[src/rtl/l1_refill_ctrl_if.sv]
// Signal bundle between the L1 miss path, the memory bus and the L1 refill engine.
// master = refill engine, slave = the L1 / memory side it connects.
`ifndef XPR_LEN
`define XPR_LEN 32
`endif

interface l1_refill_ctrl_if #(
    parameter int XPR_LEN    = `XPR_LEN,
    parameter int ADDR_W     = 32,
    parameter int LINE_WORDS = 4
);
    localparam int IDX_W = $clog2(LINE_WORDS);

    logic               miss_valid;
    logic [ADDR_W-1:0]  miss_addr;
    logic               miss_ready;

    logic               mem_req_valid;
    logic               mem_req_ready;
    logic [ADDR_W-1:0]  mem_req_addr;

    logic               mem_resp_valid;
    logic [XPR_LEN-1:0] mem_resp_data;
    logic               mem_resp_err;

    logic               fill_we;
    logic [IDX_W-1:0]   fill_idx;
    logic [XPR_LEN-1:0] fill_data;
    logic [ADDR_W-1:0]  fill_line_addr;

    logic               crit_valid;
    logic [XPR_LEN-1:0] crit_data;
    logic               done;
    logic               err;

    modport master (
        input  miss_valid, miss_addr,
        output miss_ready,
        output mem_req_valid, mem_req_addr,
        input  mem_req_ready,
        input  mem_resp_valid, mem_resp_data, mem_resp_err,
        output fill_we, fill_idx, fill_data, fill_line_addr,
        output crit_valid, crit_data, done, err
    );

    modport slave (
        output miss_valid, miss_addr,
        input  miss_ready,
        input  mem_req_valid, mem_req_addr,
        output mem_req_ready,
        output mem_resp_valid, mem_resp_data, mem_resp_err,
        input  fill_we, fill_idx, fill_data, fill_line_addr,
        input  crit_valid, crit_data, done, err
    );
endinterface

[src/rtl/l1_refill_ctrl.sv]
// L1 line-refill engine: one burst read per miss, registered word fills, early critical word.
// Optional feature macro: L1_REFILL_CRIT_WORD_FIRST_EN (request and fill start at the critical word).
`ifndef XPR_LEN
`define XPR_LEN 32
`endif

module l1_refill_ctrl #(
    parameter int XPR_LEN    = `XPR_LEN,
    parameter int ADDR_W     = 32,
    parameter int LINE_WORDS = 4
) (
    input  logic              clk,
    input  logic              reset,
    l1_refill_ctrl_if.master  bus
);
    localparam int OFF_W = $clog2(XPR_LEN / 8);
    localparam int IDX_W = $clog2(LINE_WORDS);
    localparam int LOW_W = OFF_W + IDX_W;
    localparam logic [IDX_W-1:0] LAST_CNT = IDX_W'(LINE_WORDS - 1);

    typedef enum logic [1:0] {S_IDLE, S_REQ, S_RESP, S_DONE} state_t;

    state_t             r_state;
    state_t             w_next_state;

    logic [ADDR_W-1:0]  r_line_base;
    logic [ADDR_W-1:0]  r_req_addr;
    logic [IDX_W-1:0]   r_crit_idx;
    logic [IDX_W-1:0]   r_start_idx;
    logic [IDX_W-1:0]   r_cnt;
    logic               r_err_flag;
    logic               r_fill_we;
    logic [IDX_W-1:0]   r_fill_idx;
    logic [XPR_LEN-1:0] r_fill_data;
    logic               r_crit_valid;
    logic [XPR_LEN-1:0] r_crit_data;

    logic               w_accept;
    logic               w_beat;
    logic               w_beat_err;
    logic [IDX_W-1:0]   w_beat_idx;
    logic [ADDR_W-1:0]  w_miss_base;
    logic [IDX_W-1:0]   w_miss_crit;
    logic [ADDR_W-1:0]  w_req_addr;
    logic [IDX_W-1:0]   w_start_idx;
    logic               w_unused_addr;

    assign w_accept    = (r_state == S_IDLE) && bus.miss_valid;
    assign w_beat      = (r_state == S_RESP) && bus.mem_resp_valid;
    assign w_beat_err  = r_err_flag || bus.mem_resp_err;
    assign w_beat_idx  = r_start_idx + r_cnt;  // wraps modulo LINE_WORDS
    assign w_miss_base = {bus.miss_addr[ADDR_W-1:LOW_W], {LOW_W{1'b0}}};
    assign w_miss_crit = bus.miss_addr[LOW_W-1:OFF_W];
    assign w_unused_addr = &{1'b0, bus.miss_addr};

`ifdef L1_REFILL_CRIT_WORD_FIRST_EN
    assign w_req_addr  = w_miss_base | (ADDR_W'(w_miss_crit) << OFF_W);
    assign w_start_idx = w_miss_crit;
`else
    assign w_req_addr  = w_miss_base;
    assign w_start_idx = '0;
`endif

    // NOTE: sequential state uses non-blocking assignments so every flop samples pre-edge values.
    always_ff @(posedge clk) begin
        if (reset) r_state <= S_IDLE;
        else       r_state <= w_next_state;
    end

    // NOTE: default assignment first so no path leaves the combinational output unassigned (no latch).
    always_comb begin
        w_next_state = r_state;
        case (r_state)
            S_IDLE:  if (bus.miss_valid)    w_next_state = S_REQ;
            S_REQ:   if (bus.mem_req_ready) w_next_state = S_RESP;
            S_RESP:  if (w_beat && (r_cnt == LAST_CNT)) w_next_state = S_DONE;
            S_DONE:  w_next_state = S_IDLE;
            default: w_next_state = S_IDLE;
        endcase
    end

    always_comb begin
        bus.miss_ready    = (r_state == S_IDLE);
        bus.mem_req_valid = (r_state == S_REQ);
        bus.done          = (r_state == S_DONE);
        bus.err           = (r_state == S_DONE) && r_err_flag;
    end

    assign bus.mem_req_addr   = r_req_addr;
    assign bus.fill_line_addr = r_line_base;
    assign bus.fill_we        = r_fill_we;
    assign bus.fill_idx       = r_fill_idx;
    assign bus.fill_data      = r_fill_data;
    assign bus.crit_valid     = r_crit_valid;
    assign bus.crit_data      = r_crit_data;

    // Once a beat errors, it and every later beat are consumed without writing the array.
    always_ff @(posedge clk) begin
        if (reset) begin
            r_line_base  <= '0;
            r_req_addr   <= '0;
            r_crit_idx   <= '0;
            r_start_idx  <= '0;
            r_cnt        <= '0;
            r_err_flag   <= 1'b0;
            r_fill_we    <= 1'b0;
            r_fill_idx   <= '0;
            r_fill_data  <= '0;
            r_crit_valid <= 1'b0;
            r_crit_data  <= '0;
        end else begin
            r_fill_we    <= 1'b0;
            r_crit_valid <= 1'b0;
            if (w_accept) begin
                r_line_base <= w_miss_base;
                r_req_addr  <= w_req_addr;
                r_crit_idx  <= w_miss_crit;
                r_start_idx <= w_start_idx;
                r_cnt       <= '0;
                r_err_flag  <= 1'b0;
            end
            if (w_beat) begin
                r_cnt      <= r_cnt + 1'b1;
                r_err_flag <= w_beat_err;
                if (!w_beat_err) begin
                    r_fill_we   <= 1'b1;
                    r_fill_idx  <= w_beat_idx;
                    r_fill_data <= bus.mem_resp_data;
                    if (w_beat_idx == r_crit_idx) begin
                        r_crit_valid <= 1'b1;
                        r_crit_data  <= bus.mem_resp_data;
                    end
                end
            end
        end
    end
endmodule
[src/flat_wrapper.sv]
// flat-port wrapper written by rule: the top's interface ports become plain ports
module l1_refill_ctrl_flat 
#(
    parameter int XPR_LEN    = `XPR_LEN,
    parameter int ADDR_W     = 32,
    parameter int LINE_WORDS = 4
)
  (clk, reset, bus_miss_valid, bus_miss_addr, bus_miss_ready, bus_mem_req_valid, bus_mem_req_addr, bus_mem_req_ready, bus_mem_resp_valid, bus_mem_resp_data, bus_mem_resp_err, bus_fill_we, bus_fill_idx, bus_fill_data, bus_fill_line_addr, bus_crit_valid, bus_crit_data, bus_done, bus_err);
  l1_refill_ctrl_if #(.XPR_LEN(XPR_LEN), .ADDR_W(ADDR_W), .LINE_WORDS(LINE_WORDS)) bus_i ();
  input  logic clk;
  input  logic reset;
  input wire logic [$bits(bus_i.miss_valid)-1:0] bus_miss_valid;
  input wire logic [$bits(bus_i.miss_addr)-1:0] bus_miss_addr;
  output wire logic [$bits(bus_i.miss_ready)-1:0] bus_miss_ready;
  output wire logic [$bits(bus_i.mem_req_valid)-1:0] bus_mem_req_valid;
  output wire logic [$bits(bus_i.mem_req_addr)-1:0] bus_mem_req_addr;
  input wire logic [$bits(bus_i.mem_req_ready)-1:0] bus_mem_req_ready;
  input wire logic [$bits(bus_i.mem_resp_valid)-1:0] bus_mem_resp_valid;
  input wire logic [$bits(bus_i.mem_resp_data)-1:0] bus_mem_resp_data;
  input wire logic [$bits(bus_i.mem_resp_err)-1:0] bus_mem_resp_err;
  output wire logic [$bits(bus_i.fill_we)-1:0] bus_fill_we;
  output wire logic [$bits(bus_i.fill_idx)-1:0] bus_fill_idx;
  output wire logic [$bits(bus_i.fill_data)-1:0] bus_fill_data;
  output wire logic [$bits(bus_i.fill_line_addr)-1:0] bus_fill_line_addr;
  output wire logic [$bits(bus_i.crit_valid)-1:0] bus_crit_valid;
  output wire logic [$bits(bus_i.crit_data)-1:0] bus_crit_data;
  output wire logic [$bits(bus_i.done)-1:0] bus_done;
  output wire logic [$bits(bus_i.err)-1:0] bus_err;
  assign bus_i.miss_valid = bus_miss_valid;
  assign bus_i.miss_addr = bus_miss_addr;
  assign bus_miss_ready = bus_i.miss_ready;
  assign bus_mem_req_valid = bus_i.mem_req_valid;
  assign bus_mem_req_addr = bus_i.mem_req_addr;
  assign bus_i.mem_req_ready = bus_mem_req_ready;
  assign bus_i.mem_resp_valid = bus_mem_resp_valid;
  assign bus_i.mem_resp_data = bus_mem_resp_data;
  assign bus_i.mem_resp_err = bus_mem_resp_err;
  assign bus_fill_we = bus_i.fill_we;
  assign bus_fill_idx = bus_i.fill_idx;
  assign bus_fill_data = bus_i.fill_data;
  assign bus_fill_line_addr = bus_i.fill_line_addr;
  assign bus_crit_valid = bus_i.crit_valid;
  assign bus_crit_data = bus_i.crit_data;
  assign bus_done = bus_i.done;
  assign bus_err = bus_i.err;
  l1_refill_ctrl #(.XPR_LEN(XPR_LEN), .ADDR_W(ADDR_W), .LINE_WORDS(LINE_WORDS)) u_core (.clk(clk), .reset(reset), .bus(bus_i));
endmodule
[config.mk]
export PLATFORM = sky130hd
export DESIGN_NAME = l1_refill_ctrl_flat
export DESIGN_NICKNAME = d
export VERILOG_FILES = /design/src/rtl/l1_refill_ctrl_if.sv /design/src/rtl/l1_refill_ctrl.sv /design/src/flat_wrapper.sv
export SDC_FILE = /design/constraint.sdc
export NUM_CORES = 1
export LEC_CHECK = 0
export CORE_MARGIN = 2
export CORE_UTILIZATION = 41
export DETAILED_ROUTE_END_ITERATION = 8
export GPL_TIMING_DRIVEN = 0
export PLACE_DENSITY = 0.78
export SLEW_MARGIN = 25
export SYNTH_ARGS = -nofsm -noshare
export SYNTH_HDL_FRONTEND = slang
export SYNTH_SLANG_ARGS = --single-unit
[constraint.sdc]
create_clock -name clk -period 2.2 [get_ports clk]
set_clock_uncertainty 0.2 [all_clocks]
set_input_delay 0.44 -clock clk [delete_from_list [all_inputs] [get_ports clk]]
set_output_delay 0.44 -clock clk [all_outputs]
set_load 0.01 [all_outputs]
==> reports/qor.yml <==
outcome:
  outcome: "completed"
synth:
  synthDistinctLibCells: 26
  postSynth.asyncResetShare_pct: 0
  synth_area_per_cell_um2: 8.627
  synth_area_um2: 4288
  synth_top_area_share_pct: 48.09
  yosysWarnings: 0
  ys_seq_area_share_pct: 48.09
  synth_top_cells_by_area: "dfxtp_1 48%, nand2_1 12%, nand2b_1 9.8%"
  yosysTopAreaCell: "dfxtp_1"
  ys_seq_elements: 103
  synthCells: 497
  synthFlopType: "dfxtp_1"
  synth_commonest_cells: "132 x nand2_1, 103 x dfxtp_1, 68 x a21oi_1"
  synth.most_common_cell: "nand2_1"
  synth_edf_count: 0
sta:
  timing.hold.ws_ns: 0.2593
  clock.fmax_mhz: 466.7
  finalCriticalPeriod_ns: 2.143
  maxSlewViolCount: 0
  final-hold-violation-count: 0
  tns_ns: 0
  finalSetupViolCount: 0
  fin_crit_sh_pct: 97.39
clocking:
  cts_buffer_depth: 2
  postCtsSetupBuffers: 0
  clkTransAtPathRegs_ns: 0.10
  clock_latency_ns: 0.36
  root_buffer: "clkbuf_8"
  clkSinkCount: 103
  numCtsBuffers: 9
  htreeDepth: 3
  hold_buffers: 0
  cts_tree: "built"
drt:
  ant_nets: 0
  drtPass1Iterations: 4
  avgViaCountPerCell: 4.671
  vias: 3970
  wl_um: 12040
  drc: 0
  route.detailed.wl_per_inst_um: 14.16
  drt_iter0_drc: 93
grt:
  grt_max_degree: 17
  antenna_found_initial: 0
  grt_pass1_wl_um: 19310
  grt_pass1_vias: 4031
  overflow: 0
  track_usage_pct: 21.29
layout:
  syn_to_final_growth_pct: 54.42
  nets: 784
  drive_above_1_share_pct: 8.824
  instances_no_fill: 850
  antenna_cells: 0
worst_setup_path:
  worst-setup-path-type: "register to output pin"
  crit_path_start_kind: "register"
  end_kind: "output pin"
  setup.worst_path.start: "u_core.r_state[1]$_SDFFE_PP0P_"
  critical_path.max_fanout: 3
  critPathRequiredTime_ns: 1.56
  arrival_ns: 1.50
  r2r-start: "u_core.r_state[0]$_SDFFE_PP0P_"
power_and_ir_drop:
  cellPowerDensity_nw_per_um2: 760.9
  vdd_ir_drop_max_mv: 0.4705
  p_leak_uw: 0.002417
placement:
  dp_hpwl_um: 9266
  portBuffers: 194
  place_inst: 834
  gp_congestion: 0.7967
floorplanning:
  die_h_um: 106.3
  dieArea_um2: 11290
  core_um2: 10230
  die_x_um: 106.3
  placementRows: 37
  initial_core_util_pct: 41.91
  io_pins: 206
min_path:
  hold_start: "u_core.bus.fill_data[6]$_SDFFE_PP0P_"
  hold_class: "register to register"
job:
  drv_cap: 0
==> state kept, by name, summed over array words and instances (netlist names), 2 cells and up <==
signal and cells:
u_core.bus.crit_data 32, u_core.bus.fill_data 32, u_core.bus.fill_idx 2, u_core.bus.fill_line_addr 28, u_core.r_cnt 2, u_core.r_crit_idx 2
u_core.r_state 2
==> repair_timing <==
item / 4_1_cts / 5_1_grt
hold endpoints to repair: 0 / 0
cloned: 0 / 0
resized for setup: 3 / 3
pin swaps: 0 / 1
setup endpoints to repair: 2 / 56
==> per-stage QoR <==
stage | worst slack, ns | utilization (%) | power, µW | area, µm²
global route | -0.04157 | 64.72 | 5316 | 6621
detailed placement | -0.2530 | 62.81 | 3914 | 6426
CTS | 0.006449 | 64.68 | 5075 | 6618
global placement | -0.1777 | 62.81 | 3872 | 6426
finish | 0.05749 | 64.72 | 5038 | 6621
floorplan | 0.3469 | - | 3071 | 4314
==> layer usage <==
| metal | global-route usage (%) | up-vias | part of all wire [%] | wire, µm |
|---|---|---|---|---|
| met4 | 5.451 | 0 | 1.3 | 157 |
| met2 | 37.73 | 152 | 49 | 5950 |
| met1 | 25.72 | 1836 | 43 | 5124 |
| li1 | - | 1969 | - | - |
| met5 | 0 | - | 0 | 0 |
| met3 | 5.273 | 13 | 6.7 | 803 |
==> report_power, final <==
group | total [µW] | internal (µW) | switching, µW
Combinational | 1670 | 900 | 771
Clock | 1170 | 528 | 646
Sequential | 2190 | 2050 | 144
==> final cells by class <==
type	instances	area [µm²]
tap	136	170.2
clock inverter	5	58.81
clock buffer	11	131.4
buffer	68	436.7
timing repair buffer	194	1943
multi-input combinational	331	1809
fill	855	3610
inverter	2	7.507
sequential	103	2064
==> kinds of logic after synthesis <==
| family | after synthesis | synth area share [%] |
|---|---|---|
| AOI/OAI and AO/OA | 72 | 8.696 |
| and+or+nand+nor | 212 | 23.46 |
| adders and majority gates | 5 | 1.459 |
| other | 1 | 0.08746 |
| xor gates and xnor gates | 2 | 0.4086 |
| muxes | 32 | 7.470 |
| DFF | 103 | 48.09 |
| buffers and inverters | 70 | 10.33 |
==> worst paths after layout <==
path	end	slack [ns]	depth (start not counted)
worst max register to register	u_core.bus.crit_data[13]$_SDFFE_PP0P_	0.14	7
worst min-delay path	u_core.bus.fill_data[6]$_SDFFE_PP0P_	0.26	2
worst min register to register	u_core.bus.fill_data[6]$_SDFFE_PP0P_	0.26	2
worst max-delay path	bus_mem_req_valid	0.06	3
==> critical path: stages (launching register included) <==
cell and delay, ns:
dfxtp_2 0.34, inv_1 0.10, ha_1 0.17, clkdlybuf4s50_1 0.54
==> placed cells by master (no fill, tap or decap), types with 3 or more instances in the layout <==
| master | count |
|---|---|
| a21oi_1 | 68 |
| clkbuf_8 | 9 |
| and2_1 | 3 |
| buf_4 | 36 |
| buf_8 | 3 |
| conb_1 | 8 |
| nand3_1 | 3 |
| dfxtp_1 | 101 |
| nand2b_1 | 67 |
| ha_1 | 5 |
| clkbuf_1 | 26 |
| nand2_1 | 132 |
| mux2i_1 | 32 |
| buf_2 | 3 |
| clkdlybuf4s50_1 | 192 |
Note: power is estimated with default switching activity, not from simulation.
